--- src/rtl/run_detector_pkg.sv ---
// rtl/run_detector_pkg.sv - shared types and constants for the run detector
// Contents:
//   state_t : IDLE (no sample since reset/clear), RUN0 (zeros), RUN1 (ones)
//   STATS_W : width of the optional hit statistics counters
package run_detector_pkg;

    typedef enum logic [1:0] {
        IDLE = 2'd0,
        RUN0 = 2'd1,
        RUN1 = 2'd2
    } state_t;

    localparam int STATS_W = 16;

endpackage

--- src/rtl/run_detector_if.sv ---
// rtl/run_detector_if.sv - sample/result bundle between a bit-stream driver and the run detector
// Parameter: CNT_W  width of run_len
// Signals:
//   en, clear, x          : driver -> detector (sample qualifier, restart, data bit)
//   y, y_zero, y_one, hit : detector -> driver (detection levels and hit pulse)
//   run_len               : detector -> driver (current run length, saturating)
//   zero_hits, one_hits   : detector -> driver, present only with RUN_DETECTOR_STATS_EN
// Modports: master (driver side), slave (detector side)
interface run_detector_if #(
    parameter int CNT_W = 4
);
    import run_detector_pkg::*;

    logic             en;
    logic             clear;
    logic             x;
    logic             y;
    logic             y_zero;
    logic             y_one;
    logic             hit;
    logic [CNT_W-1:0] run_len;

`ifdef RUN_DETECTOR_STATS_EN
    logic [STATS_W-1:0] zero_hits;
    logic [STATS_W-1:0] one_hits;

    modport master (
        output en, clear, x,
        input  y, y_zero, y_one, hit, run_len, zero_hits, one_hits
    );

    modport slave (
        input  en, clear, x,
        output y, y_zero, y_one, hit, run_len, zero_hits, one_hits
    );
`else
    modport master (
        output en, clear, x,
        input  y, y_zero, y_one, hit, run_len
    );

    modport slave (
        input  en, clear, x,
        output y, y_zero, y_one, hit, run_len
    );
`endif

endinterface

--- src/rtl/run_detector_sat_counter.sv ---
// rtl/run_detector_sat_counter.sv - saturating up-counter with clear and load-one
// Parameter: W  counter width
// Ports:
//   clk   : clock, rising edge
//   rst   : asynchronous active-high reset, count -> 0
//   clr   : synchronous clear to 0 (highest priority)
//   load1 : synchronous load of 1
//   inc   : increment, holds at all-ones
//   q     : count
module sat_counter #(
    parameter int W = 4
) (
    input  logic         clk,
    input  logic         rst,
    input  logic         clr,
    input  logic         load1,
    input  logic         inc,
    output logic [W-1:0] q
);

    always_ff @(posedge clk or posedge rst) begin
        if (rst) begin
            q <= '0;
        end else if (clr) begin
            q <= '0;
        end else if (load1) begin
            q <= W'(1);
        end else if (inc && !(&q)) begin
            q <= q + W'(1);
        end
    end

endmodule

--- src/rtl/run_detector.sv ---
// rtl/run_detector.sv - consecutive-run detector for a qualified serial bit stream
// Parameters:
//   ZERO_RUN : zero-run threshold, 1 .. 2**CNT_W-1
//   ONE_RUN  : one-run threshold, 1 .. 2**CNT_W-1
//   CNT_W    : run-length counter width
// Ports:
//   clk   : clock, rising edge
//   reset : asynchronous active-high reset
//   bus   : run_detector_if.slave (en/clear/x in; y/y_zero/y_one/hit/run_len out)
// Optional feature macro RUN_DETECTOR_STATS_EN adds saturating zero_hits/one_hits
// counters on the interface, cleared by reset and clear.
module run_detector #(
    parameter int ZERO_RUN = 3,
    parameter int ONE_RUN  = 3,
    parameter int CNT_W    = 4
) (
    input  logic           clk,
    input  logic           reset,
    run_detector_if.slave  bus
);
    import run_detector_pkg::*;

    localparam logic [CNT_W-1:0] ZERO_THR = CNT_W'(ZERO_RUN);
    localparam logic [CNT_W-1:0] ONE_THR  = CNT_W'(ONE_RUN);

    state_t           state;
    state_t           state_next;
    logic             hit_q;
    logic             hit_next;
    logic             same_bit;
    logic             len_load1;
    logic             len_inc;
    logic [CNT_W-1:0] run_len;
    logic [CNT_W-1:0] len_next;

    always_ff @(posedge clk or posedge reset) begin
        if (reset) begin
            state <= IDLE;
            hit_q <= 1'b0;
        end else begin
            state <= state_next;
            hit_q <= hit_next;
        end
    end

    // len_next mirrors what the counter will hold after this edge so the hit
    // pulse can be registered in the same cycle the threshold is reached.
    always_comb begin
        state_next = state;
        hit_next   = 1'b0;
        same_bit   = 1'b0;
        len_load1  = 1'b0;
        len_inc    = 1'b0;
        len_next   = run_len;
        if (bus.clear) begin
            state_next = IDLE;
        end else if (bus.en) begin
            case (state)
                RUN0:    same_bit = !bus.x;
                RUN1:    same_bit = bus.x;
                default: same_bit = 1'b0;
            endcase
            if (same_bit) begin
                len_inc  = 1'b1;
                len_next = (&run_len) ? run_len : run_len + CNT_W'(1);
            end else begin
                len_load1  = 1'b1;
                len_next   = CNT_W'(1);
                state_next = bus.x ? RUN1 : RUN0;
            end
            // A saturated run leaves both length and state unchanged, which
            // keeps a threshold of 2**CNT_W-1 from re-firing every sample.
            hit_next = ((len_next != run_len) || (state_next != state)) &&
                       (len_next == (bus.x ? ONE_THR : ZERO_THR));
        end
    end

    sat_counter #(.W(CNT_W)) u_run_len (
        .clk   (clk),
        .rst   (reset),
        .clr   (bus.clear),
        .load1 (len_load1),
        .inc   (len_inc),
        .q     (run_len)
    );

    assign bus.run_len = run_len;
    assign bus.y_zero  = (state == RUN0) && (run_len >= ZERO_THR);
    assign bus.y_one   = (state == RUN1) && (run_len >= ONE_THR);
    assign bus.y       = bus.y_zero | bus.y_one;
    assign bus.hit     = hit_q;

`ifdef RUN_DETECTOR_STATS_EN
    // Counted on hit_next so the statistics move on the same edge as hit.
    sat_counter #(.W(STATS_W)) u_zero_hits (
        .clk   (clk),
        .rst   (reset),
        .clr   (bus.clear),
        .load1 (1'b0),
        .inc   (hit_next && (state_next == RUN0)),
        .q     (bus.zero_hits)
    );

    sat_counter #(.W(STATS_W)) u_one_hits (
        .clk   (clk),
        .rst   (reset),
        .clr   (bus.clear),
        .load1 (1'b0),
        .inc   (hit_next && (state_next == RUN1)),
        .q     (bus.one_hits)
    );
`endif

endmodule

--- src/flat_wrapper.sv ---
// flat-port wrapper written by rule: the top's interface ports become plain ports
module run_detector_flat import run_detector_pkg::*;
#(
    parameter int ZERO_RUN = 3,
    parameter int ONE_RUN  = 3,
    parameter int CNT_W    = 4
)
  (clk, reset, bus_en, bus_clear, bus_x, bus_y, bus_y_zero, bus_y_one, bus_hit, bus_run_len);
  run_detector_if #(.CNT_W(CNT_W)) bus_i ();
  input  logic clk;
  input  logic reset;
  input wire logic [$bits(bus_i.en)-1:0] bus_en;
  input wire logic [$bits(bus_i.clear)-1:0] bus_clear;
  input wire logic [$bits(bus_i.x)-1:0] bus_x;
  output wire logic [$bits(bus_i.y)-1:0] bus_y;
  output wire logic [$bits(bus_i.y_zero)-1:0] bus_y_zero;
  output wire logic [$bits(bus_i.y_one)-1:0] bus_y_one;
  output wire logic [$bits(bus_i.hit)-1:0] bus_hit;
  output wire logic [$bits(bus_i.run_len)-1:0] bus_run_len;
  assign bus_i.en = bus_en;
  assign bus_i.clear = bus_clear;
  assign bus_i.x = bus_x;
  assign bus_y = bus_i.y;
  assign bus_y_zero = bus_i.y_zero;
  assign bus_y_one = bus_i.y_one;
  assign bus_hit = bus_i.hit;
  assign bus_run_len = bus_i.run_len;
  run_detector #(.ZERO_RUN(ZERO_RUN), .ONE_RUN(ONE_RUN), .CNT_W(CNT_W)) u_core (.clk(clk), .reset(reset), .bus(bus_i));
endmodule
--- config.mk ---
export PLATFORM = sky130hd
export DESIGN_NAME = run_detector_flat
export DESIGN_NICKNAME = d
export VERILOG_FILES = /design/src/rtl/run_detector_pkg.sv /design/src/rtl/run_detector_if.sv /design/src/rtl/run_detector_sat_counter.sv /design/src/rtl/run_detector.sv /design/src/flat_wrapper.sv
export SDC_FILE = /design/constraint.sdc
export NUM_CORES = 1
export LEC_CHECK = 0
export ABC_AREA = 1
export BUFFER_PORTS_ARGS = -buffer_cell sky130_fd_sc_hd__buf_2
export CAP_MARGIN = 10
export CELL_PAD_IN_SITES_DETAIL_PLACEMENT = 1
export CELL_PAD_IN_SITES_GLOBAL_PLACEMENT = 2
export CORE_UTILIZATION = 22
export DETAILED_ROUTE_END_ITERATION = 8
export GPL_TIMING_DRIVEN = 0
export PLACE_DENSITY_LB_ADDON = 0.1
export SETUP_SLACK_MARGIN = 0.02
export SLEW_MARGIN = 10
export SYNTH_ARGS = -nofsm -noshare
export SYNTH_HDL_FRONTEND = slang
export SYNTH_SLANG_ARGS = --single-unit
--- constraint.sdc ---
create_clock -name clk -period 1.3 [get_ports clk]
set_input_delay 0.39 -clock clk [delete_from_list [all_inputs] [get_ports clk]]
set_output_delay 0.39 -clock clk [all_outputs]
set_load 0.005 [all_outputs]
==> reports/qor.csv <==
metric;value;unit
row_count;16;
fp.dieArea;0.00227;mm2
worstPathRequired;0.91;ns
sequential_cell_area_fraction_in_the_yosys_report;38.3;%
numCtsBuffers;3;
yosysUniqueCellTypes;18;
clock-skew-final;0.00314;ns
worst_path_largest_cell_delay;0.43;ns
num_antenna_cells;0;
drt-wirelength-per-cell;11.2;um
drt_iter0_markers;3;
post_synth_inst_count;68;
drt.antenna.violating_nets;0;
clock_sinks;7;
setup_total_negative_slack;-1.02;ns
design_area;699;um2
grt_pass1_vias;425;
violations;negative setup slack;
p_total;0.646;mW
route.vias.total;508;
syn_nets;74;
grt_max_degree;9;
cts_tree;done;
cts_hold_buffers;0;
cp-end-kind;primary output;
cts.clk_slew.worst_paths;0.06;ns
grt_pass1_wl;1.87;mm
grt_setup_unrepaired;yes;
final.setup.worst_slack;-0.255;ns
sequential_cell_area;180;um2
final_core_utilization;35.7;%
layout-drive-gt1-share;40.7;%
static_leakage;0.359;nW
overflow;0;
finalWirelength;1.32;mm
synthesis.area_per_instance;6.73;um2
cts_max_path_buffers;2;
fmaxAchievable;643;MHz
slowest_stage;sky130_fd_sc_hd__dfrtp_2;
outcome;finished, violations left;
track_usage;12.7;%
endpoints_failing_setup;5;
multi_input_area;278;um2
io_buffers;12;
ios;13;
worstSkewPairLatency;0.25;ns
post_drt_via_cell_ratio;4.31;
routedLengthMet1;603;um
top_layer;met4;
drt_pass1_iterations;5;
finalNetCount;98;
drt_drc_violations_left;0;
yosysWarningCount;0;
finalWorstPathRequiredPeriod;1.56;ns
core_area;0.00196;mm2
number_of_filler_cells_placed_in_the_layout;271;
synthesis.area;458;um2
die_extent_in_y;47.6;um
crit_path_cell_trace;ha_4 > nor3_4 > a21oi_1 > buf_2;
routed-wl-met3;53;um
initial_utilization;23.3;%
p_per_area;924;mW/mm2
met2_wirelength;638;um
ys_ff_latch;7;
min_period_over_period;120;%
timing.critical_path.buf_inv;1;
hold_class;input port to async pin;
flow.area_growth_from_synthesis;52.7;%
timing.critical_path.fanout_max;3;
worstMarginPinSlew;0.305;ns
post-dp-hpwl;958;um
nature_of_the_critical_path_startpoint;flop;
ir_drop;363;uV
gp_congestion;0.707;
grt_antenna_before_repair;0;
crit_family;flip-flops;
worst_slew_margin_rel;79.6;%
number_of_pins_with_negative_max_slew_slack_in_the_final_report;0;
hold_violations;0;
buffer_type_at_the_clock_tree_root;sky130_fd_sc_hd__clkbuf_4;
worstSetupPathType;flop to primary output;
dpl_cell_area;559;um2
cts.htree.levels;1;
max-cap-violations;0;
cp.arrival;1.17;ns
die_w;47.6;um
synth_stat cells (all sizes together):
| cell type | instances | area (um2) |
|---|---|---|
| o22ai | 2 | 12.5 |
| ha | 1 | 12.5 |
| nand2 | 20 | 85.1 |
| inv | 13 | 48.8 |
| nor3b | 1 | 7.51 |
| nor2 | 10 | 40.0 |
| nor3 | 2 | 10.0 |
| a21oi | 1 | 5.00 |
| o21ai | 3 | 15.0 |
| nand3 | 7 | 40.0 |
| dfrtp | 7 | 175 |
| nand4 | 1 | 6.26 |
cell type report:
| class | count | share of cell area (%) |
|---|---|---|
| Multi-Input combinational cell | 48 | 39.7 |
| Clock buffer | 4 | 3.76 |
| Sequential cell | 7 | 25.8 |
| Inverter | 13 | 6.98 |
| Tap cell | 27 | 4.83 |
| Timing Repair Buffer | 19 | 19.0 |
cells by family (layout without fill, tap and decap cells):
kind of cell               count (synthesis)  in the layout  share of synthesized area, %
AOI/OAI and AO/OA                          6              6                          7.10
adders and majority gates                  1              1                          2.73
buffers and inverters                     13             36                          10.7
DFF                                        7              7                          38.3
and+or+nand+nor                           41             41                          41.3
layer usage:
layer | vias to the layer above | GRT usage (%)
met3 | 4 | 3.77
met2 | 13 | 19.7
li1 | 260 | -
met1 | 231 | 15.9
met4 | 0 | 6.67
met5 | - | 0
path summary, 6_finish.rpt:
check | startpoint | end | slack (ns) | cells past startpoint
min in group clk | bus_x | u_core.state[0]$_DFFE_PP0P_ | 0.36 | 2
worst min-delay path | reset | u_core.state[1]$_DFFE_PP0P_ | 0.07 | 2
max in group asynchronous | reset | u_core.u_run_len.q[0]$_DFFE_PP0P_ | 0.98 | 2
worst max-delay path | u_core.u_run_len.q[1]$_DFFE_PP0P_ | bus_y | -0.26 | 4
worst min register to register | u_core.state[0]$_DFFE_PP0P_ | u_core.state[0]$_DFFE_PP0P_ | 0.60 | 2
worst max register to register | u_core.u_run_len.q[0]$_DFFE_PP0P_ | u_core.u_run_len.q[3]$_DFFE_PP0P_ | 0.04 | 9
power breakdown:
group	leakage, nW	internal, mW	switching, mW	total [mW]
combinational	0.256	0.0903	0.0971	0.187
sequential	0.0879	0.235	0.0166	0.252
clock	0.0150	0.118	0.0892	0.207
stage by stage:
stage	setup WS, ns	instances	hold WS (ns)
global route	-0.353	118	0.0795
finish	-0.255	118	0.0706
floorplan	0.0475	68	0.193
detailed placement	-0.130	107	0.353
global placement	-0.110	107	0.347
CTS	-0.273	114	0.0788
timing repair:
action	4_1_cts	5_1_grt
setup buffers	3	4
gates resized for setup	8	6
cloned	0	0
endpoints found under the setup margin	10	12
state kept, by name, summed over array words and instances (netlist names):
signal,cells
u_core.state,2
u_core.bus.hit,1
u_core.u_run_len.q,4
cell usage in the layout, fill, tap and decap left out:
cell type,synthesis,layout
sky130_fd_sc_hd__a21oi_1,1,1
sky130_fd_sc_hd__buf_2,0,10
sky130_fd_sc_hd__buf_4,0,5
sky130_fd_sc_hd__buf_6,0,4
sky130_fd_sc_hd__clkbuf_1,0,1
sky130_fd_sc_hd__clkbuf_4,0,3
sky130_fd_sc_hd__dfrtp_1,7,3
sky130_fd_sc_hd__dfrtp_2,0,4
sky130_fd_sc_hd__ha_4,0,1
sky130_fd_sc_hd__inv_1,11,11
sky130_fd_sc_hd__inv_2,2,2
sky130_fd_sc_hd__nand2_1,18,17
sky130_fd_sc_hd__nand2_2,1,2
sky130_fd_sc_hd__nand2_4,1,1
sky130_fd_sc_hd__nand3_1,6,6
sky130_fd_sc_hd__nand3_4,0,1
sky130_fd_sc_hd__nand4_1,1,1
sky130_fd_sc_hd__nor2_1,9,9
sky130_fd_sc_hd__nor2_2,1,1
sky130_fd_sc_hd__nor3_2,0,1
sky130_fd_sc_hd__nor3_4,0,1
sky130_fd_sc_hd__nor3b_2,0,1
sky130_fd_sc_hd__o21ai_0,1,1
sky130_fd_sc_hd__o21ai_1,2,2
sky130_fd_sc_hd__o22ai_1,2,2
No activity file was read; power rests on OpenSTA's default activity.
